File: src/rtl/reset_sequencer.sv
// reset_sequencer: system reset controller downstream of the hardware watchdog.
// Merges the power-on/external reset, watchdog expiry and a keyed software
// request into one stretched, synchronously released active-low system reset.
// Reset-cause flags and the watchdog-expiry counter are reset only by rst, so
// they survive sys_rst_n and can be read by firmware after reboot.
//
// Parameters:
//   STRETCH_US   sys_rst_n low time in tick_1us periods (>= 1)
//   SYNC_STAGES  extra clk cycles spent in StSync before release (>= 1)
// Ports:
//   clk        system clock
//   rst        asynchronous active-high power-on/external reset
//   tick_1us   1-cycle 1 MHz strobe
//   wdt_reset  1-cycle watchdog expiry pulse
//   sw_req     bus write strobe for the status slot
//   sw_data    bus write data; [31:24]==8'hA5 key, [1] clear, [0] soft reset
//   status     {16'h0, wdt_count, 3'b0, sys_rst_n, 1'b0, cause}
//   sys_rst_n  registered active-low system reset
module reset_sequencer #(
  parameter int unsigned STRETCH_US  = 16,
  parameter int unsigned SYNC_STAGES = 2
) (
  input  logic        clk,
  input  logic        rst,
  input  logic        tick_1us,
  input  logic        wdt_reset,
  input  logic        sw_req,
  input  logic [31:0] sw_data,
  output logic [31:0] status,
  output logic        sys_rst_n
);

  localparam int unsigned CntW  = $clog2(STRETCH_US + 1);
  localparam int unsigned SyncW = (SYNC_STAGES > 1) ? $clog2(SYNC_STAGES) : 1;

  localparam logic [CntW-1:0]  CntInit  = CntW'(STRETCH_US);
  localparam logic [SyncW-1:0] SyncLast = SyncW'(SYNC_STAGES - 1);

  localparam logic [2:0] CausePor = 3'b001;

  typedef enum logic [1:0] {StHold, StSync, StRun} state_e;

  state_e           state_q, state_d;
  logic [CntW-1:0]  cnt_q, cnt_d;
  logic [SyncW-1:0] sync_cnt_q, sync_cnt_d;
  logic [2:0]       cause_q, cause_d;
  logic [7:0]       wdt_count_q, wdt_count_d;
  logic             sys_rst_n_q, sys_rst_n_d;

  logic wr_valid;
  logic wr_clear;
  logic wr_soft;

  // Payload bits between the key and the command bits carry no meaning.
  logic unused_data;
  assign unused_data = ^sw_data[23:2];

  assign wr_valid = sw_req && (sw_data[31:24] == 8'hA5);
  assign wr_clear = wr_valid && sw_data[1];
  assign wr_soft  = wr_valid && sw_data[0];

  always_comb begin
    state_d     = state_q;
    cnt_d       = cnt_q;
    sync_cnt_d  = sync_cnt_q;
    cause_d     = cause_q;
    wdt_count_d = wdt_count_q;
    sys_rst_n_d = sys_rst_n_q;

    unique case (state_q)
      StHold: begin
        if (tick_1us) begin
          if (cnt_q == CntW'(1)) begin
            state_d    = StSync;
            sync_cnt_d = '0;
          end else begin
            cnt_d = cnt_q - CntW'(1);
          end
        end
      end

      StSync: begin
        if (sync_cnt_q == SyncLast) begin
          state_d     = StRun;
          sys_rst_n_d = 1'b1;
        end else begin
          sync_cnt_d = sync_cnt_q + SyncW'(1);
        end
      end

      StRun: begin
        // Clear is applied first so a same-cycle reset event builds on zeroed state.
        if (wr_clear) begin
          cause_d     = '0;
          wdt_count_d = '0;
        end
        if (wdt_reset || wr_soft) begin
          state_d     = StHold;
          cnt_d       = CntInit;
          sys_rst_n_d = 1'b0;
          cause_d     = {wr_soft, wdt_reset, 1'b0};
          if (wdt_reset && (wdt_count_d != 8'hFF)) begin
            wdt_count_d = wdt_count_d + 8'd1;
          end
        end
      end

      default: begin
        state_d     = StHold;
        cnt_d       = CntInit;
        sys_rst_n_d = 1'b0;
      end
    endcase
  end

  always_ff @(posedge clk or posedge rst) begin
    if (rst) begin
      state_q     <= StHold;
      cnt_q       <= CntInit;
      sync_cnt_q  <= '0;
      cause_q     <= CausePor;
      wdt_count_q <= '0;
      sys_rst_n_q <= 1'b0;
    end else begin
      state_q     <= state_d;
      cnt_q       <= cnt_d;
      sync_cnt_q  <= sync_cnt_d;
      cause_q     <= cause_d;
      wdt_count_q <= wdt_count_d;
      sys_rst_n_q <= sys_rst_n_d;
    end
  end

  assign sys_rst_n = sys_rst_n_q;
  assign status    = {16'h0, wdt_count_q, 3'b000, sys_rst_n_q, 1'b0, cause_q};

endmodule

File: config.mk
export PLATFORM = sky130hd
export DESIGN_NAME = reset_sequencer
export DESIGN_NICKNAME = d
export VERILOG_FILES = /design/src/rtl/reset_sequencer.sv
export SDC_FILE = /design/constraint.sdc
export NUM_CORES = 1
export LEC_CHECK = 0
export ABC_AREA = 1
export CORE_MARGIN = 1.5
export CORE_UTILIZATION = 40
export DETAILED_ROUTE_END_ITERATION = 16
export GPL_TIMING_DRIVEN = 1
export PLACE_DENSITY = 0.82
export SLEW_MARGIN = 25
export SYNTH_ARGS = -nofsm -noshare
export SYNTH_HDL_FRONTEND = slang
export SYNTH_SLANG_ARGS = --single-unit
export TNS_END_PERCENT = 50
File: constraint.sdc
create_clock -name clk -period 1.7 [get_ports clk]
set_clock_uncertainty 0.05 [all_clocks]
set_input_delay 0.255 -clock clk [delete_from_list [all_inputs] [get_ports clk]]
set_output_delay 0.255 -clock clk [all_outputs]
set_load 0.01 [all_outputs]
* After elaboration in Yosys (flattened, before gate mapping)
Cells that the tools add are included.
** Word-level totals
- Flip-flop bits (word level) :: 20
- Input port bits :: 37
- Output and inout port bits :: 33
- Word-level logic and storage cells :: 56
** Cells by class
- $add $sub $neg :: 3
- Equality and inequality tests :: 10
- Mux-type cells :: 22
- Bitwise operators :: 2
- Reductions and logical operators :: 13
** Operator list (number)
- $mux W8 :: 4
- $mux W5 :: 3
- $pmux W5 S3 :: 1
- $ne A2 B2 Y1 const B :: 5
- $add A8 B1 Y8 const B :: 1
- $eq A8 B8 Y1 const B :: 1
- $mux W2 :: 4
- $ne A8 B8 Y1 const B :: 1
- $reduce_and A4 Y1 :: 2
- $mux W3 :: 2
- $pmux W2 S3 :: 1
- $reduce_and A3 Y1 :: 2
- $eq A5 B1 Y1 const B :: 1
- $mux W1 :: 5
- $sub A5 B1 Y5 const B :: 1
- $logic_and A1 B1 Y1 :: 4
- $reduce_bool A2 Y1 :: 2
- $pmux W1 S3 :: 1
- $eq A2 B1 Y1 const B :: 1
- $eq A2 B2 Y1 const B :: 1
- $logic_not A2 Y1 :: 1
- $not A1 Y1 :: 2
- $pmux W1 S2 :: 1
- $reduce_and A2 Y1 :: 1
- 2 further kinds :: 2

* Longest topological paths before layout
- Word-level depth :: 9
- Depth in mapped cells :: 14
- Mapped depth without buffers :: 14

* Least setup slack after synthesis
OpenSTA, ideal clock, no wires.
- Path type :: input-to-reg
- Start point :: input sw_data[31]
- End point :: register wdt_count_q[1]
- Library setup time :: 0.121 ns
- Data arrival time :: 1.496 ns
- Data required time :: 1.529 ns
- Setup slack :: 0.033 ns
- Stages :: 12
- Buffers on the path :: 0
- Cells stage by stage :: nand2_1 -> nor2_4 -> nand4_4 -> nand2_1 -> inv_1 -> ha_1 -> nand2_1 -> nand3b_2 -> nor2_2 -> nor2_8 -> a21oi_1 -> o21ai_1
** On the way
- Longest elaborated chain between the ends :: 9
- Elaborated cells on any way between the ends :: 12
- Classes of those cells :: add/sub: 1; eq/ne: 2; mux: 4; reduce/logical: 5
** Ends and longest elaborated chain
- start: declaration :: RTL line 28 : input logic [31:0] sw_data,
- $eq A8 B8 Y1 (*) :: RTL line 58 : assign wr_valid = sw_req && (sw_data[31:24] == 8'hA5);
- $logic_and A1 B1 Y1 (*) :: RTL line 58
- branches (longest 6 deep; another with $add A8 B1 Y8)
- $mux W8 (*) :: RTL line 97 : if (wdt_reset || wr_soft) begin
- end signal: assignment :: RTL line 129 : wdt_count_q <= wdt_count_d;
- end: declaration :: RTL line 47 : logic [7:0] wdt_count_q, wdt_count_d;
Every way passes the cells marked *. The select of a mux whose other input is x is not followed.
A chain may end at the register's enable or synchronous reset.

* Worst setup path in the final report
Ends and elaborated chain as after synthesis.

==> impl_metrics.tcl <==
set metrics [dict create \
    post-route-min-period_ns 1.69 \
    p_seq_share_pct 32.7 \
    grt.total_usage_pct 17.1 \
    rsz0062_at_grt "yes" \
    rows 20 \
    routed-wl-met2_um 1450 \
    ys_ff_latch 20 \
    dr.pass1.iters 4 \
    clk_latency_ns 0.30 \
    crit_start "sw_data[31]" \
    min_path_type "in2async" \
    synth.distinct_cells 34 \
    nFillCells 280 \
    multi_input_area_um2 719 \
    drt_wl_total_um 2930 \
    h-tree-depth 1 \
    worstPathRequired_ns 1.86 \
    setup_viol 0 \
    internal_power_uw 1430 \
    wire_per_inst_um 11.3 \
    synth_top_family_by_area "simple AND/OR/NAND/NOR gates" \
    synth_seq_area_share_pct 37.3 \
    post_synth_and_or_nand_nor_area_fraction_pct 28.6 \
    grt_max_degree 12 \
    synth-adder-area-share_pct 2.78 \
    power_density_mw_per_mm2 1330 \
    synth_xor_area_share_pct 4.54 \
    diodes 0 \
    topRoutingLayerUsed "met4" \
    fin_util_pct 58.2 \
    power_switching_uw 987 \
    layout-drive-gt1-share_pct 23.8 \
    syn_area_per_cell_um2 8.13 \
    die_y_um 61.1 \
    netlist_instances 166 \
    yosysWarnings 0 \
    cts_root_buf "clkbuf_4" \
    period_share_pct 99.7 \
    antenna_found_initial 0 \
    postRouteAntennaNets 0 \
    power_frac_clock_pct 11.7 \
    status "finished, final reports clean" \
    totalPowerFinal_uw 2420 \
    hold_violations 0 \
    detailed_place_hpwl_um 2090 \
    critPathKind "in2reg" \
    slew_violations 0 \
    drv_cap 0 \
    synthMuxAreaShare_pct 0 \
    grt_pass1_vias 1151 \
    syn_area_mm2 0.00135 \
    drc 0 \
    cts_buffers 3 \
    vias 1169 \
    place_congestion 0.904 \
    viasPerCell 4.53 \
    coreArea_mm2 0.00313 \
    worst-path-buf-inv 4 \
    crit_fanout 7 \
    regArea_um2 503 \
    clockBufferDepth 2 \
    combPwrFrac_pct 55.6 \
    first_iter_violations 25 \
    max_freq_mhz 590 \
    r2r-start "wdt_count_q[1]" \
    cp_top_family "simple AND/OR/NAND/NOR gates" \
    routedLengthMet1_um 1230 \
    critPathSlowestCell "dlygate4sd2_1" \
    cts_tree "built" \
    cts.sinks 20 \
    slowest_delay_ns 0.25 \
    cp-end-kind "flip-flop" \
    area.growth.synth_to_final_pct 34.8 \
    leakage_uw 0.000919 \
    start_util_pct 43.2 \
    dieWidth_um 61.1 \
    crit_path_start_kind "primary input" \
    grt_pass1_wl_um 4730 \
    netSwitchingFraction_pct 40.8 \
    crit_path_frequent_cell "buf_4" \
    portBuffers 27 \
    nets 255 \
    ios 70 \
    cts.clk_slew.worst_paths_ns 0.12 \
    arrival_ns 1.85 \
    dieArea_mm2 0.00373 \
    synth_compound_area_share_pct 7.32 \
    route.met3.wl_um 208 \
    crit_chain "dlygate4sd2_1 -> nand2_2 -> nor2_4 -> nand4_4 -> buf_4 -> buf_4 -> nand4_1 -> nor2_4 -> nor2_8 -> buf_4 -> a21oi_1 -> o21ai_1" \
    grt-ovfl-total 0 \
    vdd_ir_drop_max_mv 0.568 \
]
final timing paths:
kind	endpoint	slack, ns	cells after the start
max in group asynchronous	wdt_count_q[1]	1.00	3
hold reg to reg	cause_q[1]	0.44	2
setup reg to reg	wdt_count_q[1]	0.07	10
hold / removal	wdt_count_q[6]	0.16	2
min in group clk	cause_q[1]	0.44	2
setup / recovery	wdt_count_q[1]	0.006	12
layout make-up:
cell class | count | area share, %
tap | 44 | 3.02
timing repair buffer | 47 | 22.9
sequential | 20 | 27.6
clock buffer | 4 | 1.99
inverter | 24 | 4.95
multi-input combinational | 119 | 39.5
power groups by stage:
stage	logic (uW)	registers [uW]	clock network [uW]
CTS	1280	783	293
global route	1490	814	324
global placement	1170	781	0
detailed placement	1200	786	0
finish	1340	792	283
floorplan	846	802	0
timing repair:
| action | CTS | global route |
|---|---|---|
| hold buffers | 0 | 0 |
| endpoints found under the setup margin | 8 | 10 |
| pin swaps | 14 | 8 |
| buffers inserted | 8 | 2 |
| cloned | 0 | 0 |
| gates resized for setup | 18 | 9 |
cell families (layout without fill, tap and decap cells):
family                   after synthesis  after routing
AO/OA/AOI/OAI                         16             16
XOR/XNOR                               7              7
adder cells (fa/ha/maj)                3              3
buffers and inverters                 46             75
flip-flops                            20             20
other                                  1             20
AND/OR/NAND/NOR                       73             73
synthesized netlist by cell type, drive strengths merged:
| cell type | n | share of area, % |
|---|---|---|
| nor3 | 2 | 0.74 |
| nand4 | 6 | 3.9 |
| and2 | 2 | 1.1 |
| nand2 | 39 | 11 |
| xnor2 | 3 | 1.9 |
| a31oi | 1 | 0.46 |
| o31ai | 3 | 1.7 |
| xor2 | 4 | 2.6 |
| dfrtp | 18 | 33 |
| buf | 22 | 13 |
| o21bai | 1 | 0.56 |
| o22ai | 1 | 0.46 |
| inv | 24 | 6.7 |
| ha | 3 | 2.8 |
| nor2 | 18 | 8.2 |
| a21o | 1 | 0.56 |
| conb | 1 | 0.28 |
| o21ai | 4 | 1.5 |
| nand3b | 2 | 1.4 |
| a21oi | 5 | 2.1 |
| nand3 | 4 | 2.2 |
| dfstp | 2 | 3.9 |
through the flow:
step	hold WS, ns	setup TNS, ns	cells	setup slack, ns	instance area [um^2]
after floorplan	0.167	0	185	0.0331	1420
after global placement	0.410	-4.61	244	-0.457	1650
after detailed placement	0.417	-5.55	244	-0.532	1650
after CTS	0.179	0	256	0.00248	1770
after global routing	0.203	-0.0822	258	-0.0479	1820
final	0.164	0	258	0.00589	1820
cell usage in the layout (no fill, tap or decap), drive strengths merged:
cell type | Yosys | layout
nand2 | 39 | 39
inv | 24 | 24
conb | 1 | 20
buf | 22 | 20
dfrtp | 18 | 18
nor2 | 18 | 18
clkdlybuf4s50 | 0 | 15
dlygate4sd2 | 0 | 9
nand4 | 6 | 6
a21oi | 5 | 5
xor2 | 4 | 4
o21ai | 4 | 4
clkbuf | 0 | 4
nand3 | 4 | 4
o31ai | 3 | 3
xnor2 | 3 | 3
dlymetal6s2s | 0 | 3
ha | 3 | 3
dfstp | 2 | 2
nand3b | 2 | 2
nor3 | 2 | 2
and2 | 2 | 2
o21bai | 1 | 1
o22ai | 1 | 1
a31oi | 1 | 1
a21o | 1 | 1
metal layers:
metal	vias to the layer above	global-route usage, %
li1	576	-
met3	4	3.15
met4	0	5.90
met2	43	30.2
met5	-	0
met1	546	20.7
sequential cells by signal, summed over array words and instances (netlist names):
name,count
cause_q,3
cnt_q,5
state_q,2
sync_cnt_q,1
sys_rst_n,1
wdt_count_q,8
Power figures use the tool's default switching activity.
